[src/rtl/sub_pkg.sv]
// Shared constants for the serial subtractor.
// Holds the FSM encoding and the counter width helper.
package sub_pkg;

  localparam logic [1:0] S_IDLE = 2'd0;
  localparam logic [1:0] S_RUN  = 2'd1;
  localparam logic [1:0] S_DONE = 2'd2;

  function automatic int cnt_w(input int n);
    return (n > 1) ? $clog2(n) : 1;
  endfunction

endpackage

[src/rtl/digit_subtractor.sv]
// Combinational DIGIT-bit ripple subtractor.
// Also exposes the borrow into the top bit for overflow detection.
module digit_subtractor #(
  parameter int DIGIT = 4
) (
  input  logic [DIGIT-1:0] a,
  input  logic [DIGIT-1:0] b,
  input  logic             bin,
  output logic [DIGIT-1:0] diff,
  output logic             bout,
  output logic             bmsb
);

  logic [DIGIT:0] c;

  assign c[0] = bin;

  for (genvar i = 0; i < DIGIT; i++) begin : g_bit
    assign diff[i] = a[i] ^ b[i] ^ c[i];
    assign c[i+1]  = (~a[i] & b[i])
                   | (~a[i] & c[i])
                   | (b[i] & c[i]);
  end

  assign bout = c[DIGIT];
  assign bmsb = c[DIGIT-1];

endmodule

[src/rtl/serial_subtractor.sv]
// Multi-cycle a - b - bin, DIGIT bits per clock.
// Valid/ready on both sides; result and flags held in DONE.
import sub_pkg::*;

module serial_subtractor #(
  parameter int WIDTH = 32,
  parameter int DIGIT = 4
) (
  input  logic             clk,
  input  logic             rst,
  input  logic             in_valid,
  output logic             in_ready,
  input  logic [WIDTH-1:0] a,
  input  logic [WIDTH-1:0] b,
  input  logic             bin,
  output logic             out_valid,
  input  logic             out_ready,
  output logic [WIDTH-1:0] diff,
  output logic             bout,
  output logic             ovf
);

  localparam int N  = WIDTH / DIGIT;
  localparam int CW = cnt_w(N);

  logic [1:0]       state;
  logic [WIDTH-1:0] a_sh;
  logic [WIDTH-1:0] b_sh;
  logic [WIDTH-1:0] diff_nx;
  logic             brw;
  logic [CW-1:0]    cnt;
  logic [DIGIT-1:0] d_dig;
  logic             d_bout;
  logic             d_bmsb;
  logic             last;

  digit_subtractor #(
    .DIGIT(DIGIT)
  ) u_dig (
    .a   (a_sh[DIGIT-1:0]),
    .b   (b_sh[DIGIT-1:0]),
    .bin (brw),
    .diff(d_dig),
    .bout(d_bout),
    .bmsb(d_bmsb)
  );

  // Result digits enter from the MSB side, so after N
  // shifts the first digit has reached the bottom.
  if (DIGIT == WIDTH) begin : g_one
    assign diff_nx = d_dig;
  end else begin : g_many
    assign diff_nx = {d_dig, diff[WIDTH-1:DIGIT]};
  end

  assign last     = (cnt == CW'(N - 1));
  assign in_ready = (state == S_IDLE);

  always_ff @(posedge clk) begin
    if (rst) begin
      state     <= S_IDLE;
      a_sh      <= '0;
      b_sh      <= '0;
      brw       <= 1'b0;
      cnt       <= '0;
      diff      <= '0;
      bout      <= 1'b0;
      ovf       <= 1'b0;
      out_valid <= 1'b0;
    end else begin
      unique case (1'b1)
        (state == S_IDLE): begin
          if (in_valid) begin
            a_sh  <= a;
            b_sh  <= b;
            brw   <= bin;
            cnt   <= '0;
            state <= S_RUN;
          end
        end
        (state == S_RUN): begin
          diff <= diff_nx;
          a_sh <= a_sh >> DIGIT;
          b_sh <= b_sh >> DIGIT;
          brw  <= d_bout;
          cnt  <= cnt + CW'(1);
          if (last) begin
            bout      <= d_bout;
            ovf       <= d_bout ^ d_bmsb;
            out_valid <= 1'b1;
            state     <= S_DONE;
          end
        end
        (state == S_DONE): begin
          if (out_ready) begin
            out_valid <= 1'b0;
            state     <= S_IDLE;
          end
        end
        default: state <= S_IDLE;
      endcase
    end
  end

endmodule
[config.mk]
export PLATFORM = sky130hd
export DESIGN_NAME = serial_subtractor
export DESIGN_NICKNAME = d
export VERILOG_FILES = /design/src/rtl/sub_pkg.sv /design/src/rtl/digit_subtractor.sv /design/src/rtl/serial_subtractor.sv
export SDC_FILE = /design/constraint.sdc
export NUM_CORES = 1
export LEC_CHECK = 0
export ABC_CLOCK_PERIOD_IN_PS = 4900
export CORE_UTILIZATION = 53
export DETAILED_ROUTE_END_ITERATION = 10
export PLACE_DENSITY = 0.95
export SYNTH_ARGS = -nofsm -noshare
export SYNTH_HDL_FRONTEND = slang
export SYNTH_SLANG_ARGS = --single-unit
[constraint.sdc]
create_clock -name clk -period 4.9 [get_ports clk]
set_input_delay 0.98 -clock clk [delete_from_list [all_inputs] [get_ports clk]]
set_output_delay 0.98 -clock clk [all_outputs]
set_load 0.1 [all_outputs]
==> impl_metrics.json, run 1 <==
{
  "finalSetupViolations": 0,
  "ys_types": 30,
  "vias": 3559,
  "cts_tree": "built",
  "drcViolationCount": 0,
  "peakVddDrop_mv": 0.192,
  "cts.sinks": 105,
  "postCtsHoldBufs": 0,
  "worstPathRequired_ns": 3.92,
  "grt-ovfl-total": 0,
  "netlist_area_mm2": 0.00431,
  "wirelength_mm": 9.47,
  "pre_cts_ws_ns": 1.88,
  "drv_cap": 0,
  "tightest_slew_ns": 1.25,
  "finalCritPeriodShare_pct": 63.6,
  "ant_nets": 0,
  "grt_pass1_vias": 3374,
  "pin_count": 105,
  "cts-root-buf": "clkbuf_8",
  "drt_iter0_markers": 237,
  "powerDensity_mw_per_mm2": 328,
  "num_rows": 32,
  "die_area_mm2": 0.00850,
  "drt-wirelength-per-cell_um": 14.5,
  "fin_skew_ns": 0.0112,
  "grt_use_total_pct": 23.0,
  "endpoint_kind": "output port",
  "hold_path_class": "reg2reg",
  "syn_inst": 469,
  "syn-num-nets": 544,
  "dr.pass1.iters": 5,
  "yosys.area.top_type_share_pct": 48.8,
  "critPathMaxFanout": 10,
  "die_h_um": 92.2,
  "num_antenna_cells": 0,
  "cts_buffer_depth": 2,
  "gp_congestion": 0.734,
  "avgSynthCellArea_um2": 9.19,
  "nNetsFinal": 619,
  "grt_max_degree": 106,
  "drive_above_1_share_pct": 13.8,
  "synth_seq_area_share_pct": 48.8,
  "ys_warn_count": 0,
  "cts.clk_slew.worst_paths_ns": 0.10,
  "ys_top_cells_by_area": "dfxtp_1 49%, o221a_2 13%, a21oi_1 11%",
  "antenna_found_initial": 0,
  "via_per_inst": 5.47,
  "p_leak_uw": 0.00201,
  "startpoint_type": "register",
  "start_util_pct": 55.2,
  "hold_violations": 0,
  "numCtsBuffers": 9,
  "status": "finished, final reports clean",
  "cts_setup_buffers": 0,
  "dp_hpwl_mm": 6.50,
  "die_w_um": 92.2,
  "fin_ws_ns": 1.78,
  "min_period_ns": 3.12,
  "finalMaxSlewViolations": 0,
  "syn_to_final_growth_pct": 26.1,
  "portBuffers": 104,
  "fillCellCount": 597,
  "whs_ns": 0.460,
  "tns_ns": 0,
  "ys_seq_elements": 105,
  "htreeDepth": 3,
  "postCtsResizedCells": 0,
  "slew_headroom_pct": 16.2,
  "rsz0062_at_grt": "false",
  "core_area_mm2": 0.00781,
  "path_class": "reg2out",
  "crit_arrival_ns": 2.14,
  "yosysTopAreaCell": "dfxtp_1",
  "fmaxAchievable_mhz": 321,
  "grt_first_pass_wirelength_mm": 15.4,
  "clk_latency_ns": 0.36
}
-- power by group --
group          internal [uW]  switching (uW)  total (uW)  leakage (uW)
Sequential               911            37.0         948      0.000863
Combinational            141             170         311       0.00105
Clock                    220             302         522      0.000101
-- path summary, 6_finish.rpt --
check             startpoint  endpoint  slack [ns]  cells after the start
hold reg to reg      diff[1]   diff[1]        0.46                      2
setup / recovery    state[1]  in_ready        1.78                      2
setup reg to reg    state[0]      bout        2.41                      4
hold / removal       diff[1]   diff[1]        0.46                      2
-- critical path: stages, from the launching register on --
cell and delay (ns):
dfxtp_1 0.48, nor2_4 0.16, clkdlybuf4s50_1 1.14
-- state kept, by name, summed over array words and instances (netlist names) --
name       count
brw            1
bout           1
ovf            1
cnt            3
a_sh          32
state          2
b_sh          32
diff          32
out_valid      1
-- synth_stat cells --
master / count
a211oi_1: 2
a21oi_1: 92
a22oi_1: 10
a311oi_2: 1
buf_1: 5
buf_2: 9
buf_4: 7
buf_6: 8
clkbuf_1: 12
dfxtp_1: 105
fa_1: 4
ha_1: 2
inv_1: 63
mux2i_1: 1
nand2_1: 63
nand2_2: 1
nand2b_1: 2
nand3_1: 1
nand3b_1: 1
nor2_1: 15
nor2_4: 1
nor2b_1: 1
nor2b_4: 1
nor3b_2: 1
o21ai_0: 1
o21bai_1: 1
o221a_1: 6
o221a_2: 51
or3b_2: 1
xnor2_1: 1
-- placed cells by master (no fill, tap or decap), types with 2 or more instances in the layout --
cell,netlist,final
clkinv_4,0,2
nor2_4,1,2
nand2b_1,2,2
fa_1,4,4
nor2_1,15,14
dfxtp_1,105,105
a22oi_1,10,10
a211oi_1,2,2
inv_1,63,63
clkbuf_8,0,11
o221a_2,51,51
o221a_1,6,6
clkdlybuf4s50_1,0,103
nand2_1,63,63
ha_1,2,2
inv_6,0,3
buf_4,7,2
a21oi_1,92,92
-- final cells by class --
type                            count  area (um^2)  area share (%)
Clock buffer                       11          151            2.79
Clock inverter                      5         43.8           0.806
Inverter                           63          236            4.35
Multi-Input combinational cell    260         1730            31.8
Sequential cell                   105         2100            38.7
Tap cell                          102          128            2.35
Timing Repair Buffer              105         1050            19.2
-- stage by stage --
stage               total power (uW)  cell area [um^2]  utilization [%]  cells
CTS                             1790              5440             69.6    651
global route                    1860              5440             69.6    651
global placement                1260              5240             67.1    635
floorplan                       1190              4310                -    469
detailed placement              1280              5240             67.1    635
finish                          1780              5440             69.6    651
-- kinds of logic (layout without fill, tap and decap cells) --
group                    count (synthesis)  in the layout  synth area share, %
multiplexers                             1              1                0.232
AO/OA/AOI/OAI                          164            164                 28.3
buffers and inverters                  104            184                 11.3
AND/OR/NAND/NOR                         88             88                 8.74
XOR/XNOR                                 1              1                0.203
flip-flops                             105            105                 48.8
adder cells (fa/ha/maj)                  6              6                 2.44
-- per-layer routing --
metal  global-route usage (%)  vias to the layer above  share of wire [%]
li1                         -                     1764                  -
met1                     28.4                     1686                 43
met2                     39.1                      101                 52
met3                     4.39                        8                4.7
met4                     9.90                        0                1.2
met5                        0                        -                  0
Note: power is estimated with default switching activity, not from simulation.
==> run 2: changes to the inputs <==
Settings changed: ABC_CLOCK_PERIOD_IN_PS 4900 to 2600, CORE_UTILIZATION 53 to 44, PLACE_DENSITY 0.95 to 0.87.
Clock period 4.9 ns to 2.6 ns, I/O delays scaled along.
==> run 2 against run 1 <==
  * Worst setup slack worse by 1.4 ns
  * Combinational power is 95% higher
  * Register-to-register slack worse by 2.0 ns
  * Largest power group unchanged
  * First-iteration DRC count is 11% lower
  * Critical path type is now reg2reg
  * Highest routed layer unchanged
  * Clock-buffer cell count is 1 lower
==> impl_metrics.json, run 2 (synthesis results as in run 1) <==
{
  "status": "finished, final reports clean",
  "htreeDepth": 3,
  "finalMaxSlewViolations": 0,
  "grt_max_degree": 77,
  "die_area_mm2": 0.0102,
  "finalNonFillerCells": 687,
  "slew_headroom_pct": 44.6,
  "tightest_slew_ns": 0.830,
  "grtUsageMet3_pct": 4.09,
  "dp_hpwl_mm": 6.75,
  "timing.rr.end": "ovf",
  "nNetsFinal": 628,
  "die_h_um": 101,
  "path_class": "reg2reg",
  "cts_tree": "built",
  "cts_buffer_depth": 2,
  "cts.clk_slew.worst_paths_ns": 0.10,
  "postCtsResizedCells": 0,
  "fmaxAchievable_mhz": 447,
  "pin_count": 105,
  "drv_cap": 0,
  "wirelength_mm": 9.77,
  "grt-ovfl-total": 0,
  "cpMaxStageDelayCell": "fa_1",
  "via_per_inst": 5.23,
  "drt-wirelength-per-cell_um": 14.2,
  "antenna_found_initial": 0,
  "cts.sinks": 105,
  "crit_arrival_ns": 2.53,
  "vias": 3593,
  "hold_violations": 0,
  "reg2reg_depth": 10,
  "critPathBufInv": 3,
  "drive_above_1_share_pct": 21.5,
  "grt_pass1_vias": 3525,
  "cpPeakStageDelay_ns": 0.43,
  "endpoint_kind": "register",
  "cts-root-buf": "clkbuf_8",
  "powerDensity_mw_per_mm2": 610,
  "critPathMaxFanout": 3,
  "num_rows": 35,
  "rrSetupSlack_ns": 0.36,
  "core_area_mm2": 0.00937,
  "num_antenna_cells": 0,
  "worstHoldPathCells": 2,
  "grt_first_pass_wirelength_mm": 15.9,
  "finalCritPeriodShare_pct": 86.0,
  "cts_setup_buffers": 0,
  "startpoint_type": "register",
  "grt_use_total_pct": 19.6,
  "ant_nets": 0,
  "portBuffers": 104,
  "min_period_ns": 2.24,
  "reg.largest.list": "a_sh x32, b_sh x32, diff x32",
  "gp_congestion": 0.784,
  "start_util_pct": 46.0,
  "fin_skew_ns": 0.00749,
  "drcViolationCount": 0,
  "tns_ns": 0,
  "rsz0062_at_grt": "false",
  "numCtsBuffers": 9,
  "peakVddDrop_mv": 0.296,
  "dr.pass1.iters": 4,
  "final_common_cell": "dfxtp_1",
  "path_cells": "inv_1, fa_1, inv_1, fa_1, fa_1, inv_1, fa_1, xnor2_1, nand3_1, a21oi_1",
  "postCtsHoldBufs": 0,
  "cp_top_family": "adder cells",
  "worstReg2RegStart": "b_sh[0]",
  "worstHoldEndpoint": "diff[3]",
  "mostFrequentLayoutCells": "105 x dfxtp_1, 92 x a21oi_1, 67 x clkdlybuf4s50_1",
  "worstPathRequired_ns": 2.89,
  "hold_path_startpoint": "diff[3]",
  "fillCellCount": 867,
  "top_usage_layer": "met2",
  "syn_to_final_growth_pct": 26.2,
  "drt_iter0_markers": 211,
  "met1_usage_pct": 24.0,
  "die_w_um": 101,
  "placed_cells": 671,
  "grtUsageMet2_pct": 34.3,
  "clk_latency_ns": 0.35,
  "hold_path_class": "reg2reg",
  "finalSetupViolations": 0,
  "cp_common_cell": "fa_1",
  "p_leak_uw": 0.00212
}
==> run 2: cell types whose count changed in the layout (fill, tap and decap cells not counted) <==
cell / delta
buf_4: +44
clkdlybuf4s50_1: -36
clkbuf_8: -2
buf_12: +1
clkbuf_1: +1
clkinv_2: +1
clkinv_4: -1
clkinvlp_4: +1
inv_6: -1
inv_8: +1
==> run 2: worst register-to-register path, delay by kind of cell (launching register included) <==
kind,cells,cell delay (ns)
simple gates,1,0.09
fa+ha+maj,4,1.19
buf+inv,3,0.20
compound gates,1,0.15
xor+xnor,1,0.19
flops,1,0.35
==> run 2: worst max path at each step <==
| stage | slack [ns] | cells after the start | to | from |
|---|---|---|---|---|
| final | 0.36 | 10 | ovf | b_sh[0] |
| after CTS | 0.38 | 10 | ovf | b_sh[0] |
| after global routing | 0.19 | 10 | ovf | b_sh[0] |
| after detailed placement | 0.39 | 10 | ovf | b_sh[0] |
| after floorplan | 0.55 | 10 | ovf | b_sh[0] |
| after global placement | 0.46 | 10 | ovf | b_sh[0] |
==> run 2: layer usage <==
| metal | vias up | part of all wire, % |
|---|---|---|
| met5 | - | 0 |
| met4 | 0 | 1.4 |
| met3 | 11 | 4.8 |
| met2 | 86 | 49 |
| met1 | 1714 | 45 |
| li1 | 1782 | - |
==> run 2: area by class of cell <==
class	instances	area, um^2	area share (%)
flip-flops and latches	105	2100	38.6
inverters	63	236	4.35
clock buffers	10	128	2.35
repair buffers	114	1040	19.0
multi-input cells	260	1730	31.8
well taps	129	161	2.97
clock inverters	6	50.0	0.920
==> run 2: stage by stage <==
| stage | util [%] | hold WS, ns | setup WS, ns | total power, uW | instance area [um^2] |
|---|---|---|---|---|---|
| 4_1_cts | 58.1 | 0.462 | 0.377 | 3350 | 5440 |
| 3_3_place_gp | 56.2 | 0.444 | 0.458 | 2410 | 5260 |
| 2_1_floorplan | - | 0.465 | 0.546 | 2240 | 4310 |
| 6_report | 58.1 | 0.461 | 0.364 | 3320 | 5440 |
| 3_5_place_dp | 56.2 | 0.447 | 0.385 | 2430 | 5260 |
| 5_1_grt | 58.1 | 0.484 | 0.191 | 3480 | 5440 |
==> run 2: power by group <==
| part | total, uW | leakage (uW) | internal [uW] | switching (uW) |
|---|---|---|---|---|
| registers | 1790 | 0.000863 | 1720 | 67.7 |
| clock network | 926 | 0.0000892 | 363 | 564 |
| logic | 608 | 0.00117 | 278 | 330 |
| total | 3320 | 0.00212 | 2360 | 961 |
==> run 3: changes to the inputs <==
Settings changed: CORE_MARGIN set to 2.
==> run 3 against run 2 <==
  * Cell count increased by 0.58%
  * Critical endpoint unchanged
  * Die area increased by 4.0%
  * Core utilization decreased by 1.4 points
  * Combinational power about the same
==> impl_metrics.json, run 3 (synthesis results as in run 1) <==
{
  "crit_path_end": "ovf",
  "portBuffers": 104,
  "rsz0062_at_grt": "false",
  "drt-wirelength-per-cell_um": 14.6,
  "syn_to_final_growth_pct": 26.8,
  "numCtsBuffers": 9,
  "tns_ns": 0,
  "power.switching_uw": 1010,
  "crit_arrival_ns": 2.58,
  "hold_violations": 0,
  "via_per_inst": 5.24,
  "num_rows": 36,
  "timing.rr.end": "ovf",
  "cpMaxStageDelayCell": "fa_1",
  "cpPeakStageDelay_ns": 0.43,
  "cts.clk_slew.worst_paths_ns": 0.11,
  "p_leak_uw": 0.00213,
  "gp_congestion": 0.745,
  "grt-ovfl-total": 0,
  "worst-path-stages": 10,
  "mostFrequentLayoutCells": "105 x dfxtp_1, 92 x a21oi_1, 67 x clkdlybuf4s50_1",
  "powerDensity_mw_per_mm2": 619,
  "peakVddDrop_mv": 0.367,
  "cts_buffer_depth": 2,
  "fillCellCount": 899,
  "htreeDepth": 3,
  "critPathMaxFanout": 3,
  "power_frac_clock_pct": 29.3,
  "endpoint_kind": "register",
  "die_h_um": 103,
  "placed_cells": 675,
  "fin_area_mm2": 0.00546,
  "slew_headroom_pct": 50.9,
  "pre_cts_ws_ns": 0.388,
  "pwr-share-seq_pct": 52.8,
  "swShare_pct": 29.9,
  "pin_count": 105,
  "path_class": "reg2reg",
  "final_common_cell": "dfxtp_1",
  "cts-root-buf": "clkbuf_8",
  "status": "finished, final reports clean",
  "p_int_uw": 2370,
  "cts_setup_buffers": 0,
  "dr.pass1.iters": 5,
  "seqCellArea_mm2": 0.00210,
  "fmaxAchievable_mhz": 440,
  "reg2reg_depth": 10,
  "ant_nets": 0,
  "grt_pass1_vias": 3390,
  "core_area_mm2": 0.00964,
  "startpoint": "brw",
  "clk_latency_ns": 0.37,
  "drive_above_1_share_pct": 21.7,
  "cp_common_cell": "fa_1",
  "whs_ns": 0.460,
  "reg.largest.list": "a_sh x32, b_sh x32, diff x32",
  "finalMaxSlewViolations": 0,
  "vias": 3619,
  "p_comb_share_pct": 17.9,
  "die_w_um": 103,
  "drt_iter0_markers": 261,
  "nNetsFinal": 628,
  "cp_top_family": "adder cells",
  "min_period_ns": 2.27,
  "hold_path_class": "reg2reg",
  "fin_ws_ns": 0.326,
  "placed_cell_area_mm2": 0.00527,
  "critPathBufInv": 3,
  "start_util_pct": 44.7,
  "antenna_found_initial": 0,
  "num_antenna_cells": 0,
  "finalNonFillerCells": 691,
  "finalCritPeriodShare_pct": 87.5,
  "grt_max_degree": 52,
  "path_cells": "inv_1, fa_1, inv_1, fa_1, fa_1, inv_1, fa_1, xnor2_1, nand3_1, a21oi_1",
  "finalSetupViolations": 0,
  "wirelength_mm": 10.1,
  "postCtsResizedCells": 0,
  "fin_skew_ns": 0.0110,
  "die_area_mm2": 0.0106,
  "tightest_slew_ns": 0.736,
  "dp_hpwl_mm": 7.04,
  "drv_cap": 0,
  "worstPathRequired_ns": 2.91,
  "drcViolationCount": 0,
  "multi_input_area_mm2": 0.00173,
  "rrSetupSlack_ns": 0.33,
  "grt_use_total_pct": 19.1,
  "cts_tree": "built",
  "grt_first_pass_wirelength_mm": 16.0,
  "cts.sinks": 105,
  "worstReg2RegStart": "brw",
  "postCtsHoldBufs": 0,
  "startpoint_type": "register"
}
run 3: changes by cell type in the layout (fill, tap and decap cells not counted):
cell	before	now
clkbuf_1	1	0
clkinv_4	1	2
clkinvlp_4	1	0
clkinv_2	1	0
clkinv_8	0	1
inv_6	2	3
run 3: stage by stage:
| stage | util (%) | power (uW) |
|---|---|---|
| CTS | 56.7 | 3420 |
| global route | 56.7 | 3540 |
| global placement | 54.7 | 2410 |
| finish | 56.7 | 3380 |
| detailed placement | 54.7 | 2430 |
| floorplan | - | 2240 |
run 3: cell type report:
type	count	share of cell area, %
clock inverters	7	1.31
well taps	133	3.05
inverters	63	4.33
multi-input cells	260	31.6
flip-flops and latches	105	38.5
repair buffers	114	19.0
clock buffers	9	2.27
run 3: power groups by stage:
stage | Combinational [uW] | Sequential (uW) | Clock, uW
6_report | 607 | 1790 | 991
5_1_grt | 660 | 1800 | 1080
4_1_cts | 608 | 1790 | 1020
3_5_place_dp | 608 | 1820 | 0
3_3_place_gp | 588 | 1820 | 0
2_1_floorplan | 363 | 1870 | 0
run 3: worst min path at each step:
| stage | from | endpoint | slack (ns) | depth (start not counted) |
|---|---|---|---|---|
| floorplan | a_sh[28] | a_sh[28] | 0.47 | 2 |
| global placement | diff[3] | diff[3] | 0.44 | 2 |
| detailed placement | ovf | ovf | 0.45 | 2 |
| CTS | ovf | ovf | 0.46 | 2 |
| global route | diff[0] | diff[0] | 0.48 | 2 |
| finish | ovf | ovf | 0.46 | 2 |
run 3: tightest hold or removal path: cells and delay by family, from the launching register on:
| kind | cells | cell delay, ns |
|---|---|---|
| DFF | 1 | 0.33 |
| and+or+nand+nor | 1 | 0.05 |
| AOI/OAI and AO/OA | 1 | 0.05 |
run 3: per-layer routing:
| metal | global-route usage, % | part of all wire (%) | vias to the layer above |
|---|---|---|---|
| li1 | - | - | 1787 |
| met5 | 0 | 0 | - |
| met1 | 23.6 | 43 | 1736 |
| met3 | 4.47 | 5.1 | 10 |
| met2 | 33.3 | 50 | 86 |
| met4 | 5.67 | 1.2 | 0 |
